--- src/rtl/arb_pkg.sv ---
`default_nettype none
// ============================================================================
// arb_pkg
// Shared constants, beat field layout and state/leg encodings for the
// arbitrage order path (egress transmitter and ingress book parser).
// Revision: 1.0
// ============================================================================
package arb_pkg;

    localparam int          BEAT_W        = 512;
    localparam logic [31:0] MSG_NEW_ORDER = 32'h0000_0010;

    localparam logic [31:0] EXCH_BINANCE  = 32'd1;
    localparam logic [31:0] EXCH_COINBASE = 32'd2;
    localparam logic [31:0] EXCH_OKX      = 32'd3;

    // Header beat fields (32-bit each)
    localparam int HDR_MSG_LSB    = 0;
    localparam int HDR_SYM_LSB    = 32;
    localparam int HDR_EXCH_LSB   = 64;
    localparam int HDR_SEQ_LSB    = 96;

    // Body beat fields: price/qty are 64-bit slots, seq is 32-bit
    localparam int BODY_PRICE_LSB = 64;
    localparam int BODY_QTY_LSB   = 128;
    localparam int BODY_SIDE_BIT  = 192;
    localparam int BODY_SEQ_LSB   = 224;

    typedef enum logic [1:0] {
        ST_IDLE = 2'd0,
        ST_HDR  = 2'd1,
        ST_BODY = 2'd2,
        ST_GAP  = 2'd3
    } tx_state_t;

    typedef enum logic {
        LEG_SELL = 1'b0,
        LEG_BUY  = 1'b1
    } leg_t;

endpackage
`default_nettype wire

--- src/rtl/order_beat_formatter.sv ---
`default_nettype none
// ============================================================================
// order_beat_formatter
// Combinational builder of the NEW_ORDER header/body beats for one leg.
// Revision: 1.0
// ============================================================================
module order_beat_formatter
    import arb_pkg::*;
#(
    parameter int PRICE_WIDTH  = 64,
    parameter int QTY_WIDTH    = 64,
    parameter int SYMBOL_WIDTH = 32
) (
    input  logic                    is_body,
    input  logic                    leg_buy,
    input  logic [SYMBOL_WIDTH-1:0] symbol,
    input  logic [31:0]             buy_exch,
    input  logic [31:0]             sell_exch,
    input  logic [PRICE_WIDTH-1:0]  buy_price,
    input  logic [PRICE_WIDTH-1:0]  sell_price,
    input  logic [QTY_WIDTH-1:0]    qty,
    input  logic [31:0]             seq,
    output logic [BEAT_W-1:0]       beat
);

    always_comb begin
        beat = '0;
        if (is_body) begin
            beat[BODY_PRICE_LSB +: 64] = leg_buy ? 64'(buy_price) : 64'(sell_price);
            beat[BODY_QTY_LSB   +: 64] = 64'(qty);
            beat[BODY_SIDE_BIT]        = leg_buy;
            beat[BODY_SEQ_LSB   +: 32] = seq;
        end else begin
            beat[HDR_MSG_LSB  +: 32] = MSG_NEW_ORDER;
            beat[HDR_SYM_LSB  +: 32] = 32'(symbol);
            beat[HDR_EXCH_LSB +: 32] = leg_buy ? buy_exch : sell_exch;
            beat[HDR_SEQ_LSB  +: 32] = seq;
        end
    end

endmodule
`default_nettype wire

--- src/rtl/order_entry_transmitter.sv ---
`default_nettype none
// ============================================================================
// order_entry_transmitter
// Serialises one arbitrage request into buy and sell NEW_ORDER packets on
// the 512-bit TX stream, with inter-packet gap and risk-kill flush.
// Revision: 1.0
// ============================================================================
module order_entry_transmitter
    import arb_pkg::*;
#(
    parameter int PRICE_WIDTH  = 64,
    parameter int QTY_WIDTH    = 64,
    parameter int SYMBOL_WIDTH = 32,
    parameter int MIN_GAP      = 4
) (
    input  logic                    clk,
    input  logic                    rst_n,
    input  logic                    req_valid,
    output logic                    req_ready,
    input  logic [SYMBOL_WIDTH-1:0] req_symbol,
    input  logic [31:0]             req_buy_exch,
    input  logic [31:0]             req_sell_exch,
    input  logic [PRICE_WIDTH-1:0]  req_buy_price,
    input  logic [PRICE_WIDTH-1:0]  req_sell_price,
    input  logic [QTY_WIDTH-1:0]    req_qty,
    input  logic                    flush,
    output logic [511:0]            tx_data,
    output logic                    tx_valid,
    output logic                    tx_sop,
    output logic                    tx_eop,
    input  logic                    tx_ready,
    output logic [63:0]             orders_sent,
    output logic [63:0]             orders_aborted
);

    localparam int              GAP_W      = (MIN_GAP > 1) ? $clog2(MIN_GAP) : 1;
    localparam bit              C_HAS_GAP  = (MIN_GAP > 0);
    localparam logic [GAP_W-1:0] C_GAP_LOAD = (MIN_GAP > 0) ? GAP_W'(MIN_GAP - 1) : '0;

    tx_state_t               r_state;
    tx_state_t               w_state_next;
    leg_t                    r_leg;
    logic                    r_out_en;
    logic                    r_abort_pend;
    logic [GAP_W-1:0]        r_gap_cnt;
    logic [31:0]             r_seq;
    logic [63:0]             r_sent;
    logic [63:0]             r_aborted;
    logic [SYMBOL_WIDTH-1:0] r_symbol;
    logic [31:0]             r_buy_exch;
    logic [31:0]             r_sell_exch;
    logic [PRICE_WIDTH-1:0]  r_buy_price;
    logic [PRICE_WIDTH-1:0]  r_sell_price;
    logic [QTY_WIDTH-1:0]    r_qty;

    logic                    w_accept;
    logic                    w_eop_acc;
    logic                    w_sell_next;
    logic                    w_new_abort;
    logic [BEAT_W-1:0]       w_beat;

    assign w_accept    = req_valid && req_ready;
    assign w_eop_acc   = (r_state == ST_BODY) && tx_ready;
    assign w_sell_next = (r_leg == LEG_BUY) && !r_abort_pend && !flush;
    // Only the first flush seen while a buy leg is outstanding cancels its sell leg
    assign w_new_abort = flush && (r_leg == LEG_BUY) && (r_state != ST_IDLE) && !r_abort_pend;

    order_beat_formatter #(
        .PRICE_WIDTH  (PRICE_WIDTH),
        .QTY_WIDTH    (QTY_WIDTH),
        .SYMBOL_WIDTH (SYMBOL_WIDTH)
    ) u_fmt (
        .is_body    (r_state == ST_BODY),
        .leg_buy    (r_leg == LEG_BUY),
        .symbol     (r_symbol),
        .buy_exch   (r_buy_exch),
        .sell_exch  (r_sell_exch),
        .buy_price  (r_buy_price),
        .sell_price (r_sell_price),
        .qty        (r_qty),
        .seq        (r_seq),
        .beat       (w_beat)
    );

    always_ff @(posedge clk or negedge rst_n) begin
        if (!rst_n) begin
            r_state <= ST_IDLE;
        end else begin
            r_state <= w_state_next;
        end
    end

    always_comb begin
        w_state_next = r_state;
        case (r_state)
            ST_IDLE: if (w_accept) w_state_next = ST_HDR;
            ST_HDR:  if (tx_ready) w_state_next = ST_BODY;
            ST_BODY: begin
                if (tx_ready) begin
                    if (C_HAS_GAP)        w_state_next = ST_GAP;
                    else if (w_sell_next) w_state_next = ST_HDR;
                    else                  w_state_next = ST_IDLE;
                end
            end
            ST_GAP: begin
                // A live flush after the buy leg abandons the rest of the gap
                if ((r_leg == LEG_BUY) && flush) w_state_next = ST_IDLE;
                else if (r_gap_cnt == '0)        w_state_next = w_sell_next ? ST_HDR : ST_IDLE;
            end
            default: w_state_next = ST_IDLE;
        endcase
    end

    always_comb begin
        tx_valid  = 1'b0;
        tx_sop    = 1'b0;
        tx_eop    = 1'b0;
        tx_data   = '0;
        req_ready = 1'b0;
        case (r_state)
            ST_IDLE: req_ready = r_out_en && !flush;
            ST_HDR: begin
                tx_valid = 1'b1;
                tx_sop   = 1'b1;
                tx_data  = w_beat;
            end
            ST_BODY: begin
                tx_valid = 1'b1;
                tx_eop   = 1'b1;
                tx_data  = w_beat;
            end
            default: ;
        endcase
    end

    always_ff @(posedge clk or negedge rst_n) begin
        if (!rst_n) begin
            r_out_en     <= 1'b0;
            r_leg        <= LEG_BUY;
            r_abort_pend <= 1'b0;
            r_gap_cnt    <= '0;
            r_seq        <= '0;
            r_sent       <= '0;
            r_aborted    <= '0;
            r_symbol     <= '0;
            r_buy_exch   <= '0;
            r_sell_exch  <= '0;
            r_buy_price  <= '0;
            r_sell_price <= '0;
            r_qty        <= '0;
        end else begin
            r_out_en <= 1'b1;

            if (w_accept) begin
                r_symbol     <= req_symbol;
                r_buy_exch   <= req_buy_exch;
                r_sell_exch  <= req_sell_exch;
                r_buy_price  <= req_buy_price;
                r_sell_price <= req_sell_price;
                r_qty        <= req_qty;
                r_leg        <= LEG_BUY;
            end else if ((w_state_next == ST_HDR) && (r_state != ST_HDR)) begin
                r_leg <= LEG_SELL;
            end

            if (w_eop_acc) begin
                r_seq     <= r_seq + 32'd1;
                r_gap_cnt <= C_GAP_LOAD;
                if (r_sent != '1) r_sent <= r_sent + 64'd1;
            end else if ((r_state == ST_GAP) && (r_gap_cnt != '0)) begin
                r_gap_cnt <= r_gap_cnt - 1'b1;
            end

            if (r_state == ST_IDLE) begin
                r_abort_pend <= 1'b0;
            end else if (w_new_abort) begin
                r_abort_pend <= 1'b1;
                if (r_aborted != '1) r_aborted <= r_aborted + 64'd1;
            end
        end
    end

    assign orders_sent    = r_sent;
    assign orders_aborted = r_aborted;

endmodule
`default_nettype wire

--- config.mk ---
export PLATFORM = sky130hd
export DESIGN_NAME = order_entry_transmitter
export DESIGN_NICKNAME = d
export VERILOG_FILES = /design/src/rtl/arb_pkg.sv /design/src/rtl/order_beat_formatter.sv /design/src/rtl/order_entry_transmitter.sv
export SDC_FILE = /design/constraint.sdc
export NUM_CORES = 1
export LEC_CHECK = 0
export BUFFER_PORTS_ARGS = -buffer_cell sky130_fd_sc_hd__buf_2
export CORE_AREA = 2 2 362 364
export DETAILED_ROUTE_END_ITERATION = 10
export DIE_AREA = 0 0 364 366
export PLACE_DENSITY = 0.41
export SLEW_MARGIN = 20
export SYNTH_ARGS = -nofsm -noshare
export SYNTH_HDL_FRONTEND = slang
export SYNTH_SLANG_ARGS = --single-unit
--- constraint.sdc ---
create_clock -name clk -period 6 [get_ports clk]
set_clock_uncertainty 0.15 [all_clocks]
set_input_delay 0.9 -clock clk [delete_from_list [all_inputs] [get_ports clk]]
set_output_delay 0.9 -clock clk [all_outputs]
set_load 0.03 [all_outputs]
# Word level (Yosys, flattened, before mapping)

Cells that the tools add are included.

Register bits: 455
Output and inout bits: 644
Logic and storage cells: 72

Add/subtract/negate cells: 4
Equal/unequal tests: 7
Multiplexer cells: 24
Bitwise operators: 1
Reductions and logical operators: 22

Operators by type and width:

| operator                                               | count |
|---|---|
| two-way mux 256 bit                                    | 1 |
| two-way mux 64 bit                                     | 3 |
| adder 64 x 1 -> 64 bit (second input constant)         | 2 |
| inequality test 64 bit (second input constant)         | 2 |
| two-way mux 65 bit                                     | 1 |
| two-way mux 32 bit                                     | 2 |
| adder 32 x 1 -> 32 bit (second input constant)         | 1 |
| two-way mux 2 bit                                      | 7 |
| logical AND 1 bit                                      | 10 |
| nonzero test 2 bit                                     | 5 |
| two-way mux 1 bit                                      | 9 |
| one-hot mux 2 bit (4 select lines)                     | 1 |
| equality test 2 x 1 -> 1 bit (second input constant)   | 2 |
| equality test 2 bit (second input constant)            | 2 |
| logical NOT 2 bit                                      | 2 |
| AND reduction 3 bit                                    | 1 |
| logical NOT 1 bit                                      | 2 |
| inequality test 2 x 1 -> 1 bit (second input constant) | 1 |
| AND reduction 2 bit                                    | 1 |
| OR reduction 2 bit                                     | 1 |
| subtractor 2 x 1 -> 2 bit (second input constant)      | 1 |
| inverter 1 bit                                         | 1 |

# Logic depth before layout (Yosys ltp)

Gate-level depths: netlist of run 1.

Depth after elaboration: 11
Gate-level depth with buffers: 10
Depth with buffers taken out: 8

# Cells and area by module

From an unflattened synthesis of run 1, not the netlist that was laid out.

Cell total of the unflattened synthesis: 2533
Area, all modules: 26609.3 um2

By module, submodules not included:

| module                  | times used | cells each | area an instance (um2) | sequential area each (um2) |
|---|---|---|---|---|
| order_entry_transmitter | 1          | 1924       | 21903.5                | 11387.2 |
| order_beat_formatter    | 1          | 609        | 4705.8                 | 0.0 |

# Worst setup path after synthesis of run 1

OpenSTA, ideal clock, no wires.

Path type: reg-to-output
From: register r_state[1]
To: output port tx_data[100]
Arrival: 2063 ps
Required time: 4950 ps
Slack: 2887 ps
Stages on the path, launching flop included: 7
Path through: dfrtp_1 > inv_1 > ha_1 > clkbuf_1 > clkbuf_1 > clkbuf_1 > o211a_1

Word-level cells in the longest chain between the ends: 3
Elaborated cells between the ends (all ways): 5
Classes of those cells: eq/ne: 2; mux: 2; reduce/logical: 1

Ends and longest elaborated chain:

| item                                                                       | line                                                          | RTL |
|---|---|---|
| start, declared                                                            | order_entry_transmitter.sv:40                                 | `tx_state_t r_state;` |
| start signal, assigned                                                     | order_entry_transmitter.sv:89                                 | `r_state <= w_state_next;` |
| equality test 2 bit / equality test 2 x 1 -> 1 bit (equally long branches) | order_entry_transmitter.sv:73, order_entry_transmitter.sv:120 |  |
| two-way mux 64 bit / OR reduction 2 bit (equally long branches)            | -                                                             |  |
| two-way mux 256 bit *                                                      | order_entry_transmitter.sv:120                                | `case (r_state)` |
| end, declared                                                              | order_entry_transmitter.sv:27                                 | `output logic [511:0] tx_data,` |

Mark *: on every way between the ends. The rest lies on a longest branch, timed or not.

# Worst setup path in the final report of run 1

From: register r_leg
To: output port tx_data[66]

Word-level cells in the longest chain between the ends: 3
Elaborated cells between the ends (all ways): 4
Classes of those cells: mux: 4

Ends and longest elaborated chain:

| item                                                            | line                                                   | RTL |
|---|---|---|
| start, declared                                                 | order_entry_transmitter.sv:42                          | `leg_t r_leg;` |
| start signal, assigned                                          | order_entry_transmitter.sv:139                         | `r_leg <= LEG_BUY;` |
| start signal, assigned                                          | order_entry_transmitter.sv:161                         | `r_leg <= LEG_BUY;` |
| start signal, assigned                                          | order_entry_transmitter.sv:163                         | `r_leg <= LEG_SELL;` |
| two-way mux 32 bit / two-way mux 64 bit (equally long branches) | order_beat_formatter.sv:36, order_beat_formatter.sv:29 |  |
| two-way mux 64 bit *                                            | order_beat_formatter.sv:28                             | `if (is_body) begin` |
| two-way mux 256 bit *                                           | order_entry_transmitter.sv:120                         |  |

Marked as above.

==> results of run 1 <==
==> flip-flops by register name (all words and copies together), names as in the netlist <==
name,cells
orders_aborted,64
orders_sent,64
r_buy_price,64
r_qty,64
r_sell_price,64
r_buy_exch,32
r_sell_exch,32
r_seq,32
r_symbol,32
r_gap_cnt,2
r_state,2
r_abort_pend,1
r_leg,1
r_out_en,1
==> worst paths after layout <==
check | depth (start not counted) | end | slack (ns) | startpoint
worst max-delay path | 4 | tx_data[66] | 1.68 | r_leg
worst min-delay path | 1 | r_qty[17] | 0.05 | rst_n
worst max register to register | 6 | orders_aborted[46] | 2.51 | r_leg
worst min register to register | 1 | orders_sent[10] | 0.33 | orders_sent[10]
max in group asynchronous | 2 | r_symbol[28] | 4.23 | rst_n
min in group clk | 2 | r_sell_exch[28] | 0.30 | req_sell_exch[28]
==> layer usage <==
| metal | track usage [%] | routed length (µm) |
|---|---|---|
| met1 | 14.7 | 33800 |
| met2 | 18.9 | 38100 |
| met5 | 0 | 229 |
| met4 | 3.04 | 1690 |
| met3 | 4.29 | 7190 |
==> Yosys cell counts (all sizes together), types with 3 or more instances <==
| cell | n |
|---|---|
| nand3 | 61 |
| ha | 9 |
| buf | 339 |
| and2 | 73 |
| and4 | 9 |
| xor2 | 71 |
| nor3 | 40 |
| inv | 20 |
| o211a | 32 |
| mux4 | 32 |
| nor4 | 22 |
| dfrtp | 454 |
| o21ai | 4 |
| mux2 | 289 |
| nand2b | 3 |
| nand2 | 113 |
| or3 | 8 |
| clkbuf | 78 |
| mux2i | 32 |
| or4 | 3 |
| and3 | 123 |
| a21oi | 3 |
| xnor2 | 87 |
| nand4 | 66 |
| o21a | 3 |
| nor2 | 60 |
| or2 | 3 |
==> kinds of logic (layout without fill, tap and decap cells) <==
logic type	count (synthesis)	after routing	share of synthesized area, %
compound gates	50	50	1.95
flops	455	455	47.7
mux	353	353	18.0
other cells	2	330	0.0315
fa+ha+maj	9	9	0.472
buf+inv	437	765	12.0
simple gates	594	594	14.0
xor+xnor	158	158	5.80
==> area by class of cell <==
class / count / area (µm²) / area share [%]
multi-input combinational: 1483 / 10800 / 36.2
antenna: 11 / 27.5 / 0.0920
sequential: 455 / 11400 / 38.1
tap: 1742 / 2180 / 7.29
clock buffer: 93 / 1790 / 5.97
timing repair buffer: 635 / 3330 / 11.1
clock inverter: 17 / 295 / 0.987
inverter: 20 / 75.1 / 0.251
==> stage by stage <==
stage / instances / instance area, µm² / util (%)
global placement: 4335 / 27800 / 21.6
floorplan: 2375 / 25000 / -
finish: 4456 / 29900 / 23.2
global route: 4452 / 29900 / 23.2
detailed placement: 4335 / 27800 / 21.6
CTS: 4445 / 29900 / 23.2
==> worst register-to-register path, cell delays in order (launching register included) <==
cell and delay, ns:
dfstp_4 1.13, nand4bb_1 0.43, nor3_1 0.52, nand4_1 0.22
or3_1 0.53, nor3_1 0.24, xor2_1 0.17
==> power breakdown <==
part / total (mW) / internal [mW] / switching (mW)
clock network: 3.82 / 2.30 / 1.52
registers: 4.92 / 4.11 / 0.809
logic: 4.35 / 1.83 / 2.52
==> key figures, run 1 <==
Layout
  – Layout area overhead: 25.4%
  – Commonest non-fill, non-tap cell in the layout: buf_2
  – Layout Nets: 2957
  – Most frequent cells in the layout: 617 x buf_2, 454 x dfrtp_1, 319 x conb_1
  – Fillers: 14034
  – Layout cell share with drive strength beyond 1: 39.9%

STA
  – Final period utilization: 71.9%
  – Hold_ws: 0.0477 ns
  – Fin crit period: 4.32 ns
  – Final Max Slew Viols: 0
  – Final Hold Fails: 0
  – Worst setup margin: 1.68 ns
  – Fmax: 232 MHz
  – Final setup violating endpoints: 0
  – Unrepaired setup endpoints after global routing: false
  – Worst rel slew slack: 28.0%
  – Setup_tns: 0 ns
  – Least-Margin Pin Slew: 1.08 ns

Synth
  – Post-synthesis async set-or-reset flop share: 100%
  – Post-synth cell types: 60
  – Synth Cell Area: 23900 µm²
  – Synth top area share: 47.6%
  – Post-synthesis cell count: 2058
  – Post-synth top flop: dfrtp_1
  – Mean Syn Cell Area: 11.6 µm²
  – Area contributors post-synth: dfrtp_1 48%, mux2_2 14%, buf_4 10%, and3_1 3.2%, xnor2_1 3.2%
  – FF+latch count, synth: 455
  – Number of flops mapped to enable cells by yosys: 0
  – Sequential-to-total area share from yosys stat: 47.7%
  – YS warnings: 0
  – Area leader, netlist: dfrtp_1

Die
  – Placement Rows: 132
  – Die Wd: 364 µm
  – # IOs: 937
  – Die area: 133000 µm²
  – Core ar.: 129000 µm²
  – Starting Density: 18.5%
  – Die Ht: 366 µm

Critical path
  – Kind of end point of the critical path: output pin
  – CP delay by family, top: flip-flops
  – Worst-path cell chain: buf_4 > mux4_2 > and2_1 > buf_2
  – Buf/Inv on CP: 2
  – Worst Path Required: 4.95 ns
  – Slowest-stage cell, CP: dfstp_4
  – CP startpoint kind: register
  – Crit-path max cell delay: 1.13 ns
  – Worst Path Arrival: 3.27 ns
  – Critical path type: reg -> out
  – Worst Path Max Fanout: 36

Clocking
  – Postcts setup bufs: 0
  – Clock Path Buffers: 3
  – Cts hold-fix bufs: 0
  – Number of buffers created by CTS: 60
  – CTS Sinks: 455
  – Post-CTS resize count: 0
  – Skew-Pair Late Insertion Delay: 0.67 ns
  – Clock slew at reported path FFs: 0.05 ns
  – CTS tree: built
  – H-tree level count: 2
  – Root buf cell: clkbuf_16

Placement
  – GPL Wtd Cong: 0.789
  – I/O Buffers: 618
  – Pre-CTS setup slack: 2.25 ns
  – Hpwl dp: 60000 µm

Routing
  – DR vias: 16813
  – Drt pass-1 iters: 6
  – Total wire length: 81000 µm
  – Post-DR wirelength/cell: 18.2 µm
  – Post-DRT Antenna Nets: 0
  – Drt drc: 0
  – Starting DRT DRC Count: 838
  – DR vias/cell: 3.77

Global routing
  – Initial antenna violation count: 30
  – Aggregate global routing overflow: 0
  – First-pass GRT wire length: 117000 µm
  – Total track usage: 11.7%
  – Largest net degree at the start of global routing: 143
  – Number of global-route vias before repair: 16866

Min path
  – Hold crit path type: in -> async

Pwr
  – PwrDens: 437 nW/µm²
  – Leakage: 15.0 nW
  – Pwr Total: 13.1 mW
  – Peak supply drop: 0.000234 V

Job
  – Max-cap violations: 0

Status
  – Outcome: finished clean
(Power assumes the default switching activity.)
==> run 2: changes to the inputs <==
--- a/config.mk
+++ b/config.mk
@@ -9,7 +9,7 @@
 export CORE_AREA = 2 2 362 364
 export DETAILED_ROUTE_END_ITERATION = 10
 export DIE_AREA = 0 0 364 366
-export PLACE_DENSITY = 0.41
+export PLACE_DENSITY = 0.43
 export SLEW_MARGIN = 20
 export SYNTH_ARGS = -nofsm -noshare
 export SYNTH_HDL_FRONTEND = slang
==> constraint.sdc (replaced) <==
create_clock -name clk -period 3.48 [get_ports clk]
set_clock_uncertainty 0.15 [all_clocks]
set_input_delay 0.522 -clock clk [delete_from_list [all_inputs] [get_ports clk]]
set_output_delay 0.522 -clock clk [all_outputs]
set_load 0.03 [all_outputs]
==> run 2 against run 1 <==
Net effect:
- clock-buffer cell count is 8 lower
- largest cell class unchanged
- clock power is 68% higher
- highest routed layer unchanged
- register-to-register slack worse by 1.9 ns
- critical endpoint is now tx_data[74]
- setup slack worse by 1.5 ns
- largest power group unchanged
==> key figures, run 2 (same netlist as run 1, synthesis figures left out) <==
STA
  – Fmax: 300 MHz
  – Hold_ws: 0.0840 ns (was 0.0477 ns)
  – Final Max Slew Viols: 0 (unchanged)
  – Final setup violating endpoints: 0 (unchanged)
  – Unrepaired setup endpoints after global routing: false (unchanged)
  – Final Hold Fails: 0 (unchanged)
  – Fin crit period: 3.33 ns
  – Worst rel slew slack: 51.5% (was 28.0%)
  – Setup_tns: 0 ns (unchanged)
  – Least-Margin Pin Slew: 0.728 ns (was 1.08 ns)
  – Final period utilization: 95.8%

Critical path
  – Reg-to-Reg Start: r_state[1] (was r_leg)
  – Worst Reg-to-Reg Cells: 8 (was 6)
  – Crit-path max cell delay: 0.69 ns (was 1.13 ns)
  – Worst Path Max Fanout: 46 (was 36)
  – Slowest-stage cell, CP: dfstp_4 (unchanged)
  – Worst-path cell chain: buf_16 > mux4_2 > and2_1 > buf_2 (was buf_4 > mux4_2 > and2_1 > buf_2)
  – Worst Setup SP: r_leg (unchanged)
  – Kind of end point of the critical path: output pin (unchanged)
  – Worst Path Arrival: 2.66 ns (was 3.27 ns)
  – Reg2Reg Setup Slack: 0.57 ns (was 2.51 ns)
  – Worst Path Required: 2.81 ns (was 4.95 ns)
  – End of the critical path: tx_data[74] (was tx_data[66])
  – CP startpoint kind: register (unchanged)
  – RR Endpoint: orders_aborted[54] (was orders_aborted[46])
  – Critical path type: reg -> out (unchanged)

Global routing
  – Initial antenna violation count: 9 (was 30)
  – First-pass GRT wire length: 121000 µm (was 117000 µm)
  – Aggregate global routing overflow: 0 (unchanged)
  – Total track usage: 11.9% (was 11.7%)
  – Number of global-route vias before repair: 18625 (was 16866)
  – Largest net degree at the start of global routing: 91 (was 143)

Clocking
  – Postcts setup bufs: 0 (unchanged)
  – Number of buffers created by CTS: 59 (was 60)
  – Clock Path Buffers: 3 (unchanged)
  – H-tree level count: 2 (unchanged)
  – CTS Sinks: 455 (unchanged)
  – Skew-Pair Late Insertion Delay: 0.67 ns (about the same)
  – CTS tree: built (unchanged)
  – Root buf cell: clkbuf_16 (unchanged)
  – Clock slew at reported path FFs: 0.05 ns (about the same)

Pwr
  – Leakage: 16.4 nW (was 15.0 nW)
  – PwrDens: 691 nW/µm² (was 437 nW/µm²)
  – Pwr Total: 22.9 mW (was 13.1 mW)
  – Peak supply drop: 0.000489 V (was 0.000234 V)

Job
  – Max-cap violations: 0 (unchanged)

Routing
  – Starting DRT DRC Count: 593 (was 838)
  – DR vias/cell: 3.77 (about the same)
  – Post-DR wirelength/cell: 17.2 µm (was 18.2 µm)
  – Post-DRT Antenna Nets: 0 (unchanged)
  – DR vias: 17995 (was 16813)
  – Drt drc: 0 (unchanged)
  – Total wire length: 82100 µm (was 81000 µm)
  – Drt pass-1 iters: 6 (unchanged)

Placement
  – Hpwl dp: 59200 µm (was 60000 µm)
  – I/O Buffers: 618 (unchanged)
  – GPL Wtd Cong: 0.770 (was 0.789)

Die
  – Die Ht: 366 µm (unchanged)
  – Core ar.: 129000 µm² (unchanged)
  – Placement Rows: 132 (unchanged)
  – Die Wd: 364 µm (unchanged)
  – Starting Density: 18.5% (unchanged)
  – # IOs: 937 (unchanged)
  – Die area: 133000 µm² (unchanged)

Layout
  – Commonest non-fill, non-tap cell in the layout: buf_2 (unchanged)
  – Layout cell share with drive strength beyond 1: 36.7% (was 39.9%)
  – Most frequent cells in the layout: 617 x buf_2, 454 x dfrtp_1, 319 x conb_1 (unchanged)
  – Fillers: 13714 (was 14034)
  – Layout Nets: 3270 (was 2957)
  – Layout area overhead: 38.8% (was 25.4%)

Min path
  – Hold crit path type: in -> reg (was in -> async)

Status
  – Outcome: finished clean (unchanged)
run 2: cell types whose count changed in the layout (fill, tap and decap cells not counted), sizes merged:
cell         before  now
diode            11   10
clkbuf           93   85
inv              20   22
dlygate4sd3       0  289
buf             635  659
clkinvlp          1    2
bufbuf            0    1
clkinv           10   14
run 2: final cells by class:
type | instances | area [µm²] | share of cell area, %
Sequential cell | 455 | 11400 | 34.4
Multi-Input combinational cell | 1483 | 10800 | 32.7
Timing Repair Buffer | 949 | 6590 | 19.9
Tap cell | 1742 | 2180 | 6.58
Clock buffer | 85 | 1700 | 5.12
Clock inverter | 24 | 319 | 0.964
Inverter | 20 | 75.1 | 0.227
Antenna cell | 10 | 25.0 | 0.0756
run 2: stage by stage:
step / util, % / setup WS, ns / instances / cell area, µm²
5_1_grt: 25.7 / 0.00111 / 4761 / 33100
2_1_floorplan: - / 0.733 / 2375 / 25000
3_5_place_dp: 21.8 / 0.507 / 4359 / 28100
6_report: 25.7 / 0.147 / 4768 / 33100
4_1_cts: 25.6 / 0.00623 / 4758 / 33100
3_3_place_gp: 21.8 / 0.504 / 4359 / 28100
run 2: how the worst min path moves through the flow:
stage	startpoint	to	slack, ns	cells after the start
2_1_floorplan	rst_n	orders_aborted[0]	0.08	0
3_3_place_gp	orders_sent[55]	orders_sent[55]	0.32	1
3_5_place_dp	orders_sent[55]	orders_sent[55]	0.32	1
4_1_cts	flush	r_abort_pend	0.007	3
5_1_grt	flush	r_abort_pend	0.05	3
6_report	flush	r_abort_pend	0.08	3
run 2: repair_timing:
action / 4_1_cts / 5_1_grt
resized for setup: 4 / 4
hold endpoints to repair: 337 / 0
hold buffers: 289 / 0
gates cloned: 1 / 0
endpoints found under the setup margin: 28 / 7
run 2: layer usage:
metal	vias up	routed length (µm)	global-route usage [%]
met5	-	13	0
met4	2	1850	3.47
met3	95	5670	3.25
met2	643	38400	19.4
met1	8880	36100	15.4
li1	8375	-	-
run 2: worst max-delay path, delay by kind of cell (launching register included):
family        cells  cell delay (ns)
flops             1             0.69
mux               1             0.54
buf+inv           2             0.52
simple gates      1             0.19
run 2: power breakdown:
| group | internal [mW] | total, mW | switching [mW] |
|---|---|---|---|
| clock network | 3.83 | 6.41 | 2.59 |
| logic | 3.52 | 8.18 | 4.66 |
| registers | 7.08 | 8.29 | 1.21 |
==> run 3: changes to the inputs <==
--- a/config.mk
+++ b/config.mk
@@ -6,10 +6,13 @@
 export NUM_CORES = 1
 export LEC_CHECK = 0
 export BUFFER_PORTS_ARGS = -buffer_cell sky130_fd_sc_hd__buf_2
-export CORE_AREA = 2 2 362 364
+export CELL_PAD_IN_SITES_DETAIL_PLACEMENT = 1
+export CELL_PAD_IN_SITES_GLOBAL_PLACEMENT = 2
+export CORE_AREA = 2 2 369 371
+export CTS_CLUSTER_DIAMETER = 80
 export DETAILED_ROUTE_END_ITERATION = 10
-export DIE_AREA = 0 0 364 366
-export PLACE_DENSITY = 0.43
+export DIE_AREA = 0 0 371 373
+export PLACE_DENSITY = 0.58
 export SLEW_MARGIN = 20
 export SYNTH_ARGS = -nofsm -noshare
 export SYNTH_HDL_FRONTEND = slang
==> run 3 against run 2 <==
Net effect:
- maximum frequency is 1.0% lower
- sequential share of layout area is 0.23 points lower
- register-to-register slack hardly changed
- final cell count is 1.1% higher
- utilization is 0.91 points lower
- first-iteration DRC count is 5.7% higher
- flip-flop and latch count stayed put
- die area is 3.9% higher
- via count is 2.0% higher
- clock-buffer cell count is 9 higher
- hold slack better by 0.10 ns
- design area is 0.66% higher
- largest power group unchanged
==> key figures, run 3 (same netlist as run 1, synthesis figures left out) <==
Routing
  – Drt drc: 0 (unchanged)
  – Post-DR wirelength/cell: 18.0 µm (was 17.2 µm)
  – DR vias: 18349 (was 17995)
  – Drt pass-1 iters: 6 (unchanged)
  – Starting DRT DRC Count: 627 (was 593)
  – DR vias/cell: 3.81 (was 3.77)
  – Post-DRT Antenna Nets: 0 (unchanged)
  – Total wire length: 86800 µm (was 82100 µm)

Placement
  – GPL Wtd Cong: 0.775 (was 0.770)
  – Hpwl dp: 64700 µm (was 59200 µm)
  – DP Cell Count: 4412 (was 4359)
  – Placed Area: 28200 µm² (was 28100 µm²)
  – I/O Buffers: 618 (unchanged)

Critical path
  – Reg-to-Reg Start: r_state[0] (was r_state[1])
  – Slowest-stage cell, CP: dfstp_4 (unchanged)
  – RR Endpoint: r_seq[31] (was orders_aborted[54])
  – End of the critical path: tx_data[94] (was tx_data[74])
  – Buf/Inv on CP: 2 (unchanged)
  – Crit-path max cell delay: 0.65 ns (was 0.69 ns)
  – Reg2Reg Setup Slack: 0.56 ns (was 0.57 ns)
  – CP startpoint kind: register (unchanged)
  – Worst-path cell chain: buf_16 > mux4_2 > and2_1 > buf_2 (unchanged)
  – Worst Path Max Fanout: 47 (was 46)
  – Kind of end point of the critical path: output pin (unchanged)
  – CP delay by family, top: flip-flops (unchanged)
  – Critical path depth in cells: 4 (unchanged)
  – Worst Setup SP: r_leg (unchanged)
  – Worst Path Arrival: 2.69 ns (was 2.66 ns)
  – Worst Reg-to-Reg Cells: 8 (unchanged)
  – Critical path type: reg -> out (unchanged)
  – Worst Path Required: 2.81 ns (about the same)

STA
  – Worst rel slew slack: 42.5% (was 51.5%)
  – Hold_ws: 0.188 ns (was 0.0840 ns)
  – Final period utilization: 96.7% (was 95.8%)
  – Final Hold Fails: 0 (unchanged)
  – Fmax: 297 MHz (was 300 MHz)
  – Least-Margin Pin Slew: 0.856 ns (was 0.728 ns)
  – Final setup violating endpoints: 0 (unchanged)
  – Setup_tns: 0 ns (unchanged)
  – Final Max Slew Viols: 0 (unchanged)
  – Fin crit period: 3.37 ns (was 3.33 ns)
  – Unrepaired setup endpoints after global routing: true (was false)

Pwr
  – Int Pwr: 14.6 mW (was 14.4 mW)
  – Switching pwr: 8.45 mW (was 8.46 mW)
  – PwrDens: 693 nW/µm² (was 691 nW/µm²)
  – Peak supply drop: 0.000405 V (was 0.000489 V)
  – Net Sw Frac: 36.6% (was 37.0%)
  – Reg power frac: 35.5% (was 36.2%)
  – Logic pwr share: 35.4% (was 35.7%)
  – Clock network power share: 29.1% (was 28.0%)
  – Leakage: 16.5 nW (was 16.4 nW)
  – Pwr Total: 23.1 mW (was 22.9 mW)

Clocking
  – Number of buffers created by CTS: 66 (was 59)
  – CTS Sinks: 455 (unchanged)
  – Clock slew at reported path FFs: 0.05 ns (about the same)
  – Clock Path Buffers: 3 (unchanged)
  – Root buf cell: clkbuf_16 (unchanged)
  – CTS tree: built (unchanged)
  – H-tree level count: 3 (was 2)
  – Skew-Pair Late Insertion Delay: 0.64 ns (was 0.67 ns)

Global routing
  – First-pass GRT wire length: 129000 µm (was 121000 µm)
  – Largest net degree at the start of global routing: 128 (was 91)
  – Number of global-route vias before repair: 19564 (was 18625)
  – Aggregate global routing overflow: 0 (unchanged)
  – Total track usage: 12.2% (was 11.9%)
  – Initial antenna violation count: 6 (was 9)

Die
  – Die Wd: 371 µm (was 364 µm)
  – # IOs: 937 (unchanged)
  – Placement Rows: 135 (was 132)
  – Die Ht: 373 µm (was 366 µm)
  – Core ar.: 135000 µm² (was 129000 µm²)
  – Die area: 138000 µm² (was 133000 µm²)
  – Starting Density: 17.7% (was 18.5%)

Min path
  – Hold crit path type: in -> reg (unchanged)

Job
  – Max-cap violations: 0 (unchanged)

Layout
  – Area occupied by multi-input gates: 10800 µm² (about the same)
  – Most frequent cells in the layout: 617 x buf_2, 454 x dfrtp_1, 319 x conb_1 (unchanged)
  – FF+latch area: 11400 µm² (unchanged)
  – Post-route cell area: 33300 µm² (was 33100 µm²)
  – Finished Layout Cells: 4821 (was 4768)
  – Commonest non-fill, non-tap cell in the layout: buf_2 (unchanged)
  – Layout Nets: 3293 (was 3270)
  – Layout cell share with drive strength beyond 1: 37.2% (was 36.7%)
  – Fillers: 15461 (was 13714)
  – Layout area overhead: 39.7% (was 38.8%)

Status
  – Outcome: finished clean (unchanged)
[run 3: layout make-up]
type | instances | area share, %
antenna | 1 | 0.00751
timing repair buffer | 965 | 20.0
tap | 1781 | 6.69
clock buffer | 94 | 5.69
multi-input combinational | 1483 | 32.5
inverter | 20 | 0.225
sequential | 455 | 34.2
clock inverter | 22 | 0.754
[run 3: stage by stage]
stage	util [%]	setup slack, ns
global route	24.8	-0.0228
floorplan	-	0.733
CTS	24.7	-0.0180
global placement	21.0	0.589
detailed placement	21.0	0.536
finish	24.8	0.113
[run 3: how the worst min path moves through the flow]
stage | start | end | slack [ns] | cells after the start
after floorplan | rst_n | orders_aborted[0] | 0.08 | 0
after global placement | orders_sent[59] | orders_sent[59] | 0.33 | 1
after detailed placement | r_seq[31] | r_seq[31] | 0.34 | 1
after CTS | tx_ready | r_gap_cnt[0] | 0.13 | 3
after global routing | tx_ready | r_gap_cnt[0] | 0.16 | 3
final | tx_ready | r_gap_cnt[0] | 0.19 | 3
[run 3: routing by layer]
layer	routed length, µm	vias to the layer above	global-route usage, %
met5	0	-	0
met4	1750	0	2.86
met3	4720	96	3.02
met2	42900	558	20.9
met1	37400	9304	15.2
li1	-	8391	-
[run 3: repair_timing]
action | 4_1_cts | 5_1_grt
pin swaps | 1 | 0
setup buffers | 1 | 0
hold endpoints to repair | 345 | 0
cloned | 0 | 1
endpoints found under the setup margin | 42 | 32
gates resized for setup | 1 | 4
hold buffers | 290 | 0
[run 3: worst register-to-register path, stage by stage (launching register included)]
cell	delay [ns]
dfrtp_1	0.40
inv_1	0.20
ha_4	0.27
nand2_1	0.20
or3_1	0.47
nor3_1	0.44
nand3_1	0.35
nor2_1	0.21
xor2_1	0.15
[run 3: power by group through the flow]
stage          Clock [mW]  Combinational [mW]  Sequential (mW)
2_1_floorplan           0                5.90             7.84
5_1_grt              7.19                8.87             8.48
6_report             6.71                8.19             8.20
3_3_place_gp            0                7.87             8.27
3_5_place_dp            0                7.95             8.32
4_1_cts              7.01                8.29             8.24
